==> src/rtl/bcd_display_pkg.sv <==
// Shared types, segment codes and helpers for the BCD scan display.
// Holds the double-dabble step and the 0..99 clamp used by the converter and the top.
package bcd_display_pkg;

  localparam int unsigned VAL_W = 7;
  localparam int unsigned BCD_W = 8;
  localparam int unsigned DIG_W = 4;
  localparam int unsigned SEG_W = 7;
  localparam int unsigned IDX_W = 2;

  localparam logic [VAL_W-1:0] VAL_MAX = 7'd99;

  typedef enum logic [1:0] {IDLE, CONV_LO, CONV_HI, COMMIT} state_e;

  localparam logic [IDX_W-1:0] IDX_LO_ONES = 2'd0;
  localparam logic [IDX_W-1:0] IDX_LO_TENS = 2'd1;
  localparam logic [IDX_W-1:0] IDX_HI_ONES = 2'd2;
  localparam logic [IDX_W-1:0] IDX_HI_TENS = 2'd3;

  // Active-low segment codes, bit 6 = g ... bit 0 = a
  localparam logic [SEG_W-1:0] SEG_0     = 7'b1000000;
  localparam logic [SEG_W-1:0] SEG_1     = 7'b1111001;
  localparam logic [SEG_W-1:0] SEG_2     = 7'b0100100;
  localparam logic [SEG_W-1:0] SEG_3     = 7'b0110000;
  localparam logic [SEG_W-1:0] SEG_4     = 7'b0011001;
  localparam logic [SEG_W-1:0] SEG_5     = 7'b0010010;
  localparam logic [SEG_W-1:0] SEG_6     = 7'b0000010;
  localparam logic [SEG_W-1:0] SEG_7     = 7'b1111000;
  localparam logic [SEG_W-1:0] SEG_8     = 7'b0000000;
  localparam logic [SEG_W-1:0] SEG_9     = 7'b0010000;
  localparam logic [SEG_W-1:0] SEG_BLANK = 7'b1111111;

  function automatic logic [VAL_W-1:0] clamp99(input logic [VAL_W-1:0] v);
    return (v > VAL_MAX) ? VAL_MAX : v;
  endfunction

  // One double-dabble iteration: add 3 to any digit >= 5, then shift in the next bit
  function automatic logic [BCD_W-1:0] dd_step(input logic [BCD_W-1:0] bcd, input logic bit_in);
    logic [BCD_W-1:0] adj;
    adj = bcd;
    if (adj[3:0] > 4'd4) adj[3:0] = adj[3:0] + 4'd3;
    if (adj[7:4] > 4'd4) adj[7:4] = adj[7:4] + 4'd3;
    return {adj[BCD_W-2:0], bit_in};
  endfunction

  function automatic logic [SEG_W-1:0] seg_encode(input logic [DIG_W-1:0] d);
    logic [SEG_W-1:0] s;
    case (d)
      4'd0:    s = SEG_0;
      4'd1:    s = SEG_1;
      4'd2:    s = SEG_2;
      4'd3:    s = SEG_3;
      4'd4:    s = SEG_4;
      4'd5:    s = SEG_5;
      4'd6:    s = SEG_6;
      4'd7:    s = SEG_7;
      4'd8:    s = SEG_8;
      4'd9:    s = SEG_9;
      default: s = SEG_BLANK;
    endcase
    return s;
  endfunction

endpackage

==> src/rtl/bin2bcd_seq.sv <==
// Sequential 7-bit binary to 2-digit BCD converter, one bit per cycle, MSB first.
// The first bit is consumed on the start edge; done rises after the seventh bit.
module bin2bcd_seq
  import bcd_display_pkg::*;
(
  input  logic             clk,
  input  logic             rst,
  input  logic             start_i,
  input  logic [VAL_W-1:0] bin_i,
  output logic [BCD_W-1:0] bcd_o,
  output logic             done_o
);

  localparam int unsigned CNT_W = 3;
  localparam logic [CNT_W-1:0] LAST_STEP = CNT_W'(VAL_W - 1);

  logic [VAL_W-1:0] bin_q;
  logic [BCD_W-1:0] bcd_q;
  logic [CNT_W-1:0] cnt_q;
  logic             run_q;
  logic             done_q;

  always_ff @(posedge clk) begin
    if (rst) begin
      bin_q  <= '0;
      bcd_q  <= '0;
      cnt_q  <= '0;
      run_q  <= 1'b0;
      done_q <= 1'b0;
    end else if (start_i) begin
      bcd_q  <= dd_step('0, bin_i[VAL_W-1]);
      bin_q  <= {bin_i[VAL_W-2:0], 1'b0};
      cnt_q  <= CNT_W'(1);
      run_q  <= 1'b1;
      done_q <= 1'b0;
    end else if (run_q) begin
      bcd_q <= dd_step(bcd_q, bin_q[VAL_W-1]);
      bin_q <= {bin_q[VAL_W-2:0], 1'b0};
      cnt_q <= cnt_q + CNT_W'(1);
      if (cnt_q == LAST_STEP) begin
        run_q  <= 1'b0;
        done_q <= 1'b1;
      end
    end
  end

  assign bcd_o  = bcd_q;
  assign done_o = done_q;

endmodule

==> src/rtl/bcd_scan_display.sv <==
// Two-pair (00..99, 00..99) BCD converter with a multiplexed 4-digit 7-segment scan.
// Optional macro LEADING_ZERO_BLANK_EN blanks a tens digit that is zero.
module bcd_scan_display
  import bcd_display_pkg::*;
#(
  parameter int unsigned SCAN_DIV = 50000
) (
  input  logic             clk,
  input  logic             clear,
  input  logic [VAL_W-1:0] value_lo,
  input  logic [VAL_W-1:0] value_hi,
  input  logic             load,
  output logic             busy,
  output logic             ovf,
  output logic [3:0]       an,
  output logic [SEG_W-1:0] seg
);

  localparam int unsigned DIV_W  = (SCAN_DIV > 1) ? $clog2(SCAN_DIV) : 1;
  localparam int unsigned DISP_W = 4 * DIG_W;
  localparam logic [DIV_W-1:0] DIV_LAST = DIV_W'(SCAN_DIV - 1);

  state_e            state_q;
  logic [VAL_W-1:0]  hi_q;
  logic              ovf_pend_q;
  logic [BCD_W-1:0]  lo_bcd_q;
  logic              busy_q;
  logic              ovf_q;
  logic [DISP_W-1:0] disp_q, disp_d;
  logic [DIV_W-1:0]  div_q, div_d;
  logic [IDX_W-1:0]  idx_q, idx_d;
  logic [3:0]        an_q, an_d;
  logic [SEG_W-1:0]  seg_q, seg_d;
  logic [DIG_W-1:0]  digit_c;

  logic              conv_start_c;
  logic [VAL_W-1:0]  conv_in_c;
  logic [BCD_W-1:0]  conv_bcd;
  logic              conv_done;

  // Single converter: low value starts on load acceptance, high value when low completes
  always_comb begin
    conv_start_c = 1'b0;
    conv_in_c    = hi_q;
    if (state_q == IDLE && load) begin
      conv_start_c = 1'b1;
      conv_in_c    = clamp99(value_lo);
    end else if (state_q == CONV_LO && conv_done) begin
      conv_start_c = 1'b1;
    end
  end

  bin2bcd_seq u_conv (
    .clk     (clk),
    .rst     (clear),
    .start_i (conv_start_c),
    .bin_i   (conv_in_c),
    .bcd_o   (conv_bcd),
    .done_o  (conv_done)
  );

  always_ff @(posedge clk) begin
    if (clear) begin
      state_q    <= IDLE;
      hi_q       <= '0;
      ovf_pend_q <= 1'b0;
      lo_bcd_q   <= '0;
      busy_q     <= 1'b0;
      ovf_q      <= 1'b0;
    end else begin
      ovf_q <= 1'b0;
      case (state_q)
        IDLE: if (load) begin
          hi_q       <= clamp99(value_hi);
          ovf_pend_q <= (value_lo > VAL_MAX) || (value_hi > VAL_MAX);
          busy_q     <= 1'b1;
          state_q    <= CONV_LO;
        end
        CONV_LO: if (conv_done) begin
          lo_bcd_q <= conv_bcd;
          state_q  <= CONV_HI;
        end
        CONV_HI: if (conv_done) begin
          ovf_q   <= ovf_pend_q;
          state_q <= COMMIT;
        end
        COMMIT: begin
          busy_q  <= 1'b0;
          state_q <= IDLE;
        end
        default: state_q <= IDLE;
      endcase
    end
  end

  // Scan next-state; seg is decoded from next index and next digits so an/seg move together
  always_comb begin
    disp_d = (state_q == COMMIT) ? {conv_bcd, lo_bcd_q} : disp_q;
    div_d  = (div_q == DIV_LAST) ? '0 : div_q + DIV_W'(1);
    idx_d  = (div_q == DIV_LAST) ? idx_q + IDX_W'(1) : idx_q;
    an_d   = ~(4'b0001 << idx_d);
    digit_c = disp_d[{idx_d, 2'b00} +: DIG_W];
    seg_d  = seg_encode(digit_c);
`ifdef LEADING_ZERO_BLANK_EN
    if ((idx_d == IDX_LO_TENS || idx_d == IDX_HI_TENS) && digit_c == '0) seg_d = SEG_BLANK;
`endif
  end

  always_ff @(posedge clk) begin
    if (clear) begin
      disp_q <= '0;
      div_q  <= '0;
      idx_q  <= IDX_LO_ONES;
      an_q   <= 4'b1110;
      seg_q  <= SEG_0;
    end else begin
      disp_q <= disp_d;
      div_q  <= div_d;
      idx_q  <= idx_d;
      an_q   <= an_d;
      seg_q  <= seg_d;
    end
  end

  assign busy = busy_q;
  assign ovf  = ovf_q;
  assign an   = an_q;
  assign seg  = seg_q;

endmodule

==> config.mk <==
export PLATFORM = sky130hd
export DESIGN_NAME = bcd_scan_display
export DESIGN_NICKNAME = d
export VERILOG_FILES = /design/src/rtl/bcd_display_pkg.sv /design/src/rtl/bin2bcd_seq.sv /design/src/rtl/bcd_scan_display.sv
export SDC_FILE = /design/constraint.sdc
export NUM_CORES = 1
export LEC_CHECK = 0
export BUFFER_PORTS_ARGS = -buffer_cell sky130_fd_sc_hd__buf_2
export CORE_UTILIZATION = 35
export DETAILED_ROUTE_END_ITERATION = 10
export PLACE_DENSITY = 0.62
export SLEW_MARGIN = 20
export SYNTH_ARGS = -nofsm -noshare
export SYNTH_HDL_FRONTEND = slang
export SYNTH_HIERARCHICAL = 1
export SYNTH_SLANG_ARGS = --single-unit
==> constraint.sdc <==
create_clock -name clk -period 6.1 [get_ports clk]
set_input_delay 0.915 -clock clk [delete_from_list [all_inputs] [get_ports clk]]
set_output_delay 0.915 -clock clk [all_outputs]
set_load 0.05 [all_outputs]
==> impl_metrics.env <==
export IMPL_critPathMaxFanout=11
export IMPL_final_max_slew_violation_count=0
export IMPL_grt_antenna_before_repair=0
export IMPL_synth_adder_area_share_pct=4.66
export IMPL_dr_wl_met2_mm=4.14
export IMPL_relSlewSlack_pct=46.9
export IMPL_wl_per_cell_um=13.7
export IMPL_fillerInstances=1211
export IMPL_ys_seq_elements=84
export IMPL_setup_worst_path_start="div_q[0]$_SDFF_PP0_"
export IMPL_synth_top_area_share_pct=39.1
export IMPL_worst_setup_path_type="flop to flop"
export IMPL_period_share_pct=53.3
export IMPL_clock_slew_seen_by_the_registers_of_the_worst_setup_and_hold_paths_ns=0.06
export IMPL_n_antenna_cell=0
export IMPL_place_worst_setup_slack_ns=2.86
export IMPL_yosysSeqAreaShare_pct=39.1
export IMPL_numCtsBuffers=9
export IMPL_die_height_um=113
export IMPL_cts_hold_buf=0
export IMPL_start_util_pct=35.8
export IMPL_total_switching_power_mw=0.412
export IMPL_mappedNetlistArea_mm2=0.00430
export IMPL_syn_avg_cell_area_um2=8.90
export IMPL_synth_largest_area_cell="dfxtp_1"
export IMPL_die_x_um=113
export IMPL_grt_start_max_net_pins=63
export IMPL_route_antenna_remaining_nets=0
export IMPL_run_status="finished, final reports clean"
export IMPL_clock_root_buffer="clkbuf_16"
export IMPL_track_usage_pct=15.4
export IMPL_place_hpwl_mm=6.20
export IMPL_cellPowerDensity_mw_per_mm2=287
export IMPL_area_growth_pct=11.7
export IMPL_r2r_slack_ns=2.85
export IMPL_startpoint_type_of_the_worst_setup_path="flop"
export IMPL_sequentialPowerShare_pct=44.5
export IMPL_final_worst_clock_skew_ns=0.00670
export IMPL_post_synth_mux_area_share_pct=9.54
export IMPL_vdd_ir_drop_worst_v=0.000114
export IMPL_synth_top_cells_by_area="dfxtp_1, nor2_1, mux2i_1"
export IMPL_detail_route_vias_per_cell=5.25
export IMPL_tritoncts_clock_tree="built"
export IMPL_clkLatencyLatePin_ns=0.35
export IMPL_synth_fp_nets=516
export IMPL_sw_frac_of_total_pct=29.9
export IMPL_setup_ws_ns=2.85
export IMPL_critPathRequiredTime_ns=6.36
export IMPL_synthXorXnorAreaFrac_pct=4.10
export IMPL_layout_drive_gt1_share_pct=14.7
export IMPL_worst_endpoint_arrival_ns=3.51
export IMPL_route_top_layer_used="met4"
export IMPL_cts_max_path_buffers=2
export IMPL_grt_first_pass_wirelength_mm=15.6
export IMPL_number_of_h_tree_levels=3
export IMPL_final_hold_viol_count=0
export IMPL_drc_errors=0
export IMPL_report_final_setup_viol=0
export IMPL_hold_class="flop to flop"
export IMPL_synth_top_family_by_area="simple AND/OR/NAND/NOR gates"
export IMPL_compound_gate_portion_of_the_synthesized_area_pct=13.6
export IMPL_synth_enable_flop_cells=0
export IMPL_core_area_mm2=0.0120
export IMPL_postSynthCellCount=483
export IMPL_initialDrtViolationCount=127
export IMPL_globalplace_congestion=0.862
export IMPL_num_io_pins=30
export IMPL_synth_lib_cells_used_distinct=64
export IMPL_die_area_mm2=0.0127
export IMPL_wl_met1_mm=4.31
export IMPL_async_flop_share_pct=0
export IMPL_power_report_internal_total_mw=0.968
export IMPL_aggregate_negative_setup_slack_ns=0
export IMPL_rsz_0062_raised_after_global_routing="no"
export IMPL_met3RoutedLength_um=302
export IMPL_max_cap_violations=0
export IMPL_grt_overflow_total=0
export IMPL_firstDrtPassIters=4
export IMPL_clock_power_share_pct=37.6
export IMPL_end_kind="flop"
export IMPL_final_net_count=532
export IMPL_route_final_wire_length_mm=8.92
export IMPL_placement_row_count=40
export IMPL_power_static_leakage_nw=1.85
export IMPL_max_freq_ghz=0.308
export IMPL_postCtsResizedCells=0
export IMPL_grt_pass1_vias=3391
export IMPL_clock_sink_total=84
export IMPL_synth_simple_area_share_pct=24.5
export IMPL_combinationalPowerShare_pct=17.9
export IMPL_detailroute_via_count=3415
export IMPL_worstMarginPinSlew_ns=0.786
export IMPL_hold_start="div_q[0]$_SDFF_PP0_"
export IMPL_cts_setup_buffers=0
export IMPL_io_buffer_count=29
export IMPL_post_route_min_period_ns=3.25
export IMPL_synth_ff_type="dfxtp_1"
export IMPL_launch_point_of_the_worst_reg_to_reg_path="div_q[0]$_SDFF_PP0_"
export IMPL_yosys_warning_total=6
[flip-flops by register name (all words and copies together) (netlist names), 2 cells and up]
register and count:
lo_bcd_q 8, an 4, seg 7, disp_q 16, hi_q 7, u_conv/cnt_q 3, idx_q 2, u_conv/bcd_o 8
state_q 2, div_q 16, u_conv/bin_q 6
[routing by layer]
layer,up-vias,global-route usage [%]
met4,0,7.02
met3,15,4.07
met1,1618,18.2
met2,48,26.1
met5,-,0
li1,1734,-
[path summary, 6_finish.rpt]
path	endpoint	cells after the start
worst max register to register	seg[4]$_SDFF_PP0_	11
worst max-delay path	seg[4]$_SDFF_PP0_	11
worst min register to register	div_q[0]$_SDFF_PP0_	1
worst min-delay path	div_q[0]$_SDFF_PP0_	1
[power groups by stage]
stage	registers [mW]	logic [mW]	clock network (mW)
final	0.614	0.246	0.519
after global routing	0.620	0.284	0.560
after CTS	0.614	0.249	0.536
after detailed placement	0.627	0.248	0
after global placement	0.625	0.242	0
after floorplan	0.622	0.202	0
[cells in the final DEF (no fill, tap or decap), types with 9 or more instances in the layout]
| cell type | n |
|---|---|
| ha_1 | 16 |
| inv_1 | 14 |
| buf_2 | 29 |
| dfxtp_1 | 84 |
| xor2_1 | 11 |
| mux2i_1 | 26 |
| o21ai_0 | 9 |
| clkbuf_16 | 9 |
| nor2_1 | 75 |
| nand3_1 | 21 |
| a21oi_1 | 24 |
| nand2_1 | 52 |
[cells in the mapped netlist, types with 3 or more instances]
cell and count:
o21ai_0 9, nor4_1 4, ha_1 16, nor2b_1 7
inv_1 14, xor2_1 11, buf_1 5, dfxtp_1 84
buf_6 3, or4_1 5, and3_1 6, o2111ai_1 4
a31oi_1 3, buf_2 8, nand3_1 21, a221oi_2 4
nor3_1 7, or3_1 4, clkbuf_1 11, nand2b_1 7
a22o_1 3, nor2_1 75, nand2_1 52, mux2_2 3
xnor2_1 6, mux2_1 7, a22oi_1 5, mux2i_1 26
a21oi_1 24, o211ai_1 4, nor3b_1 3
[area by class of cell]
| type | instances | area, µm² | area share [%] |
|---|---|---|---|
| Clock buffer | 10 | 239 | 4.98 |
| Clock inverter | 6 | 46.3 | 0.964 |
| Inverter | 16 | 60.1 | 1.25 |
| Multi-Input combinational cell | 356 | 2420 | 50.5 |
| Sequential cell | 84 | 1680 | 35.0 |
| Tap cell | 147 | 184 | 3.83 |
| Timing Repair Buffer | 32 | 168 | 3.49 |
[per-stage QoR]
step	instances	util, %	instance area [µm²]	hold slack, ns	total power, mW
after floorplan	483	-	4300	0.418	0.823
after global placement	635	37.6	4520	0.433	0.867
after detailed placement	635	37.6	4520	0.440	0.874
after CTS	651	40.0	4800	0.453	1.40
after global routing	651	40.0	4800	0.475	1.46
final	651	40.0	4800	0.450	1.38
[critical path: stages, from the launching register on]
cell and delay (ns):
dfxtp_1 0.35, ha_1 0.18, and3_1 0.35, and4_4 0.39
mux2_1 0.34, o22ai_1 0.18, o211ai_2 0.17, nor2_1 0.35
inv_1 0.13, ha_1 0.24, mux2_4 0.28, a221oi_2 0.21
[cell families after synthesis]
logic type | count (synthesis)
adder cells (fa/ha/maj) | 16
XOR/XNOR | 18
buffers and inverters | 43
multiplexers | 38
AND/OR/NAND/NOR | 207
flip-flops | 84
AO/OA/AOI/OAI | 77
(Power assumes the default switching activity.)
